<file path="src/rtl/alu_arbiter.sv">
// Two-requester round-robin front end for a shared ALU: grants one operation,
// drives the ALU for a single cycle, then holds the response until it is taken.
module alu_arbiter (
  input  logic        clk,
  input  logic        reset,
  input  logic        req0_valid,
  input  logic        req1_valid,
  input  logic [15:0] req0_a,
  input  logic [15:0] req0_b,
  input  logic [15:0] req1_a,
  input  logic [15:0] req1_b,
  input  logic [2:0]  req0_op,
  input  logic [2:0]  req1_op,
  output logic        req0_ready,
  output logic        req1_ready,
  output logic [15:0] alu_tmp1,
  output logic [15:0] alu_tmp2,
  output logic [2:0]  alu_op,
  output logic        alu_enable,
  input  logic [15:0] alu_result,
  input  logic        alu_zero,
  input  logic        alu_carry,
  input  logic        alu_sign,
  output logic        resp_valid,
  input  logic        resp_ready,
  output logic        resp_id,
  output logic [15:0] resp_data,
  output logic        resp_zero,
  output logic        resp_carry,
  output logic        resp_sign,
  output logic        resp_err
);

  typedef enum logic [1:0] {IDLE, EXEC, RESP} state_t;

  state_t      state;
  state_t      state_next;
  logic        prio;
  logic        winner;
  logic        accept;
  logic        req_err;
  logic [15:0] win_a;
  logic [15:0] win_b;
  logic [2:0]  win_op;

  // Round-robin pick; reset gates accept so nothing is granted while reset is high.
  always_comb begin
    winner = 1'b0;
    if (req0_valid && req1_valid) begin
      winner = prio;
    end else if (req1_valid) begin
      winner = 1'b1;
    end
    accept  = (state == IDLE) && !reset && (req0_valid || req1_valid);
    win_a   = winner ? req1_a  : req0_a;
    win_b   = winner ? req1_b  : req0_b;
    win_op  = winner ? req1_op : req0_op;
    req_err = (win_op > 3'd4) ||
              (((win_op == 3'd3) || (win_op == 3'd4)) && (win_b == 16'd0));
  end

  always_ff @(posedge clk or posedge reset) begin
    if (reset) begin
      state <= IDLE;
    end else begin
      state <= state_next;
    end
  end

  // Illegal ops and divide-by-zero skip the ALU and go straight to the response.
  always_comb begin
    state_next = state;
    case (state)
      IDLE: begin
        if (accept) begin
          state_next = req_err ? RESP : EXEC;
        end
      end
      EXEC:    state_next = RESP;
      RESP: begin
        if (resp_ready) begin
          state_next = IDLE;
        end
      end
      default: state_next = IDLE;
    endcase
  end

  always_comb begin
    req0_ready = accept && !winner;
    req1_ready = accept && winner;
    alu_enable = (state == EXEC);
    resp_valid = (state == RESP);
  end

  // Operand registers only move on accept, so the ALU sees stable inputs in EXEC.
  always_ff @(posedge clk or posedge reset) begin
    if (reset) begin
      prio       <= 1'b0;
      alu_tmp1   <= 16'd0;
      alu_tmp2   <= 16'd0;
      alu_op     <= 3'd0;
      resp_id    <= 1'b0;
      resp_data  <= 16'd0;
      resp_zero  <= 1'b0;
      resp_carry <= 1'b0;
      resp_sign  <= 1'b0;
      resp_err   <= 1'b0;
    end else if (accept) begin
      alu_tmp1 <= win_a;
      alu_tmp2 <= win_b;
      alu_op   <= win_op;
      resp_id  <= winner;
      prio     <= !winner;
      if (req_err) begin
        resp_data  <= 16'd0;
        resp_zero  <= 1'b0;
        resp_carry <= 1'b0;
        resp_sign  <= 1'b0;
        resp_err   <= 1'b1;
      end
    end else if (state == EXEC) begin
      resp_data  <= alu_result;
      resp_zero  <= alu_zero;
      resp_carry <= alu_carry;
      resp_sign  <= alu_sign;
      resp_err   <= 1'b0;
    end
  end

endmodule

</file>
<file path="config.mk">
export PLATFORM = sky130hd
export DESIGN_NAME = alu_arbiter
export DESIGN_NICKNAME = d
export VERILOG_FILES = /design/src/rtl/alu_arbiter.sv
export SDC_FILE = /design/constraint.sdc
export NUM_CORES = 1
export LEC_CHECK = 0
export CELL_PAD_IN_SITES_DETAIL_PLACEMENT = 1
export CELL_PAD_IN_SITES_GLOBAL_PLACEMENT = 1
export CORE_ASPECT_RATIO = 0.7
export CORE_MARGIN = 2
export CORE_UTILIZATION = 29
export CTS_BUF_LIST = sky130_fd_sc_hd__clkbuf_4 sky130_fd_sc_hd__clkbuf_8
export DETAILED_ROUTE_END_ITERATION = 12
export GPL_TIMING_DRIVEN = 0
export HOLD_SLACK_MARGIN = 0.02
export PLACE_DENSITY_LB_ADDON = 0.1
export SYNTH_ARGS = -nofsm -noshare
export SYNTH_HDL_FRONTEND = slang
export SYNTH_SLANG_ARGS = --single-unit
</file>
<file path="constraint.sdc">
create_clock -name clk -period 2.1 [get_ports clk]
set_input_delay 0.21 -clock clk [delete_from_list [all_inputs] [get_ports clk]]
set_output_delay 0.21 -clock clk [all_outputs]
set_load 0.01 [all_outputs]
</file>
# == Word-level counts from Yosys, hierarchy flattened ==
# Cells that the tools add are included.
# word_totals
word_cells,57
ff_bits,59
mem_bits_rw,0
mem_count,0
romBits,0
latchBits,0
# classes
magnitude_cmp,1
n_bitwise,0
n_eq_ne,7
shifts,0
n_mux,22
add_sub_neg,0
mul,0
n_div,0
reduce_logical,16
# op_table
operator,count
16-bit two-way mux,5
16-bit zero test,1
1-bit two-way mux,12
1-bit logical AND,6
2-bit two-way mux,3
2-bit one-hot mux with 3 select lines,1
2-bit by 1-bit inequality test with 1-bit output (second input constant),2
2-bit AND reduction,2
3-bit by 2-bit == test with 1-bit output (second input constant),1
3-bit == test (second input constant),1
3-bit > comparator (second input constant),1
1-bit logical OR,3
3-bit two-way mux,1
2-bit by 1-bit == test with 1-bit output (second input constant),1
2-bit == test (second input constant),1
1-bit zero test,2
2-bit zero test,1
2-bit inequality test (second input constant),1
2-bit nonzero test,1

# == Depth between registers and ports, before layout ==
# depth
depth_word,10
mapped_depth,7

# == Worst setup path after synthesis ==
# No wires, ideal clock.
# synth_timing
kind,input to register
startpoint,in req0_b[1]
endpoint,reg resp_carry
arrival_time_ns,1.698
path_slack_ns,0.274
cell_stages,6
n_path_buf,1
cell_sequence,or4_4 a2111oi_4 a41oi_2 o211ai_4 buf_8 o211ai_2
# synth_between
elab_chain_len,6
# synth_rtl
item,line_no,text
"start, declared",9,"input logic [15:0] req0_b,"
16-bit two-way mux,56,win_b = winner ? req1_b : req0_b;
16-bit zero test,59,(((win_op == 3'd3) || (win_op == 3'd4)) && (win_b == 16'd0));
1-bit logical AND,59,
1-bit logical OR,58,req_err = (win_op > 3'd4) ||
2-bit by 1-bit inequality test with 1-bit output (no line),-,
2-bit AND reduction (no line),-,
"end signal, assigned",125,resp_carry <= alu_carry;
"end, declared",29,"output logic resp_carry,"
# Every way passes these cells.
# A chain may end at the register's enable or synchronous reset.

# == Worst setup path in the final report ==
# layout_timing
startpoint,reg state[1]
endpoint,out alu_enable
# layout_between
elab_chain_len,1
# layout_rtl
item,line_no,text
"start, declared",36,state_t state;
"start signal, assigned",66,state <= state_next;
2-bit by 1-bit == test with 1-bit output,92,alu_enable = (state == EXEC);
"end, declared",19,"output logic alu_enable,"
# Every way passes these cells.

==> flow_summary_export.csv <==
group,metric,value,unit
floorplanning,start_util,30.1,%
pwr,peakVddDrop,0.000488,V
synthesis,syn_nets,414,
sta,skew,3.31,ps
global_route,grt_pass1_wl,16.9,mm
sta,max_slew_margin,62.6,%
worst_setup_path,worst-setup-path-type,"reg2out",
pwr,power_leakage,0.00216,µW
worst_setup_path,cpPeakStageDelay,540,ps
sta,rsz0062_at_grt,"yes",
clock_tree,clk_path_buf_depth,2,
sta,finalCriticalPeriod,2040,ps
place,portBuffers,153,
detailed_routing,drt_iter0_drc,112,
place,placed_cells,602,
floorplanning,pin_count,154,
clock_tree,cts_sinks,59,
detailed_routing,ant_nets,0,
worst_setup_path,timing.critical_path.cells,"nand2b_1, inv_2, clkbuf_8, clkdlybuf4s50_1",
flow_run,drv_cap,0,
worst_setup_path,r2r_cells,6,
synthesis,syn_area_per_cell,9.23,µm²
synthesis,ys_ff_latch,59,
clock_tree,ctsHoldBuffers,0,
worst_setup_path,cp-start-kind,"flip-flop",
synthesis,synth_flop_cell,"dfrtp_1",
sta,hold_viol,0,
finish,final_common_cell,"clkdlybuf4s50_1",
detailed_routing,wl_per_cell,17.4,µm
global_route,grt_pass1_vias,3251,
clock_tree,cts_max_level,3,
sta,setup_viol,0,
worst_setup_path,worst_ep_arrival_time,1830,ps
synthesis,synth_cells,320,
synthesis,yosys_warnings,0,
finish,final_nets,578,
floorplanning,rows,30,
detailed_routing,remaining_drc_errors,0,
pwr,power_density,1220,nW/µm²
sta,whs,330,ps
synthesis,ys_types,32,
detailed_routing,viasPerCell,4.88,
synthesis,synthArstFlopShare,100,%
sta,report.final.slew_viol_count,0,
clock_tree,clockRootBuffer,"clkbuf_8",
floorplanning,chipHeight,88.4,µm
global_route,grt_use_total,19.8,%
floorplanning,die_width,125,µm
detailed_routing,firstDrtPassIters,4,
floorplanning,dieArea,11000,µm²
global_route,grt_max_degree,38,
run_status,status,"completed",
finish,synthToLayoutAreaGrowth,67.0,%
worst_hold_path,worstHoldPathType,"in2async",
worst_setup_path,endpoint_kind,"output pin",
place,dp_hpwl,8.12,mm
sta,worst_pin_slew,557,ps
sta,post-route-period-util,97.3,%
global_route,antenna_found_initial,1,
finish,instances_no_fill,616,
clock_tree,cts_tree,"yes",
detailed_routing,finalWirelength,10.7,mm
synthesis,ys_seq_area_share,50.0,%
synthesis,synth_edf_count,0,
worst_setup_path,cp_data_required_time,1890,ps
synthesis,syn_area,2950,µm²
global_route,overflow,0,
worst_setup_path,path_max_fanout,10,
finish,final_cell_mix,"clkdlybuf4s50_1, nand2_1, dfrtp_1, nor2_1, o21ai_0",
sta,fmax,489,MHz
floorplanning,core,9800,µm²
worst_setup_path,slowest_stage,"clkdlybuf4s50_1",
finish,layout-drive-gt1-share,9.86,%
clock_tree,cts_buffers,9,
clock_tree,insertion_delay,350,ps
detailed_routing,num_vias,3009,
clock_tree,path_clk_slew,70,ps
place,gp_congestion,0.840,
-- cells in the mapped netlist, types with 2 or more instances --
master | instances | area share, %
o211ai_2 | 10 | 4.2
nor2_1 | 25 | 3.2
a21o_1 | 2 | 0.51
mux2i_1 | 19 | 6.4
a21oi_1 | 2 | 0.34
buf_2 | 3 | 0.51
o21ai_0 | 22 | 3.7
nand2_1 | 71 | 9.0
o211ai_1 | 9 | 2.3
or4_1 | 4 | 1.0
nor4_1 | 4 | 0.85
inv_1 | 22 | 2.8
clkbuf_1 | 15 | 1.9
a31oi_1 | 17 | 3.6
nand3_1 | 19 | 3.2
buf_1 | 2 | 0.25
dfrtp_1 | 59 | 50
-- path summary, 6_finish.rpt --
| kind | start | end | slack [ps] |
|---|---|---|---|
| worst min register to register | alu_tmp2[0] | alu_tmp2[0] | 480 |
| min in group clk | req1_a[0] | alu_tmp1[0] | 420 |
| worst max register to register | prio | state[1] | 170 |
| worst max-delay path | state[1] | alu_enable | 60 |
| max in group asynchronous | reset | resp_err | 1180 |
| worst min-delay path | reset | resp_carry | 330 |
-- where the power goes --
group	leakage, µW	internal, µW	switching, µW
combinational	0.00138	1570	1320
clock	0.000104	630	461
sequential	0.000674	1670	350
-- layer usage --
layer	track usage, %	share of wire, %
met5	0	0
met4	6.54	1.6
met3	7.44	7.3
met2	32.7	45
met1	24.4	46
-- through the flow --
step	utilization, %	setup slack (ps)	total power (µW)	setup TNS, ps	instance area (µm²)
floorplan	-	274	3250	0	2950
global placement	47.4	-923	4770	-69200	4640
detailed placement	47.6	-725	4880	-17120	4660
CTS	50.1	-0.715	6050	-0.715	4910
global route	50.3	-43.3	6390	-43.3	4930
finish	50.3	55.7	5990	0	4930
-- sequential cells by signal, indices dropped and copies added, names as in the netlist, 2 cells and up --
register	count
alu_op	3
alu_tmp1	16
alu_tmp2	16
resp_data	16
state	2
-- worst max-delay path, delay by kind of cell, from the launching register on --
family | cells | cell delay [ps]
buffers and inverters | 3 | 830
AND/OR/NAND/NOR | 1 | 230
flip-flops | 1 | 420
-- final cells by class --
class / count / area, µm²
diodes: 1 / 2.50
plain buffers: 19 / 123
clock buffers: 12 / 165
clock inverters: 2 / 35.0
fillers: 1125 / 4860
inverters: 22 / 82.6
multi-input cells: 218 / 1330
flip-flops and latches: 59 / 1480
well taps: 128 / 160
repair buffers: 155 / 1560
-- logic make-up after synthesis --
logic type,Yosys count,synth area share (%)
AOI/OAI and AO/OA,70,18.4
buffers and inverters,43,5.97
DFF,59,50.0
muxes,19,6.44
and+or+nand+nor,129,19.2
-- what timing repair did --
action / CTS / global route
buffers inserted: 1 / 0
setup endpoints to repair: 27 / 21
gates resized for setup: 16 / 10
pin swaps: 2 / 0
(Power assumes the default switching activity.)
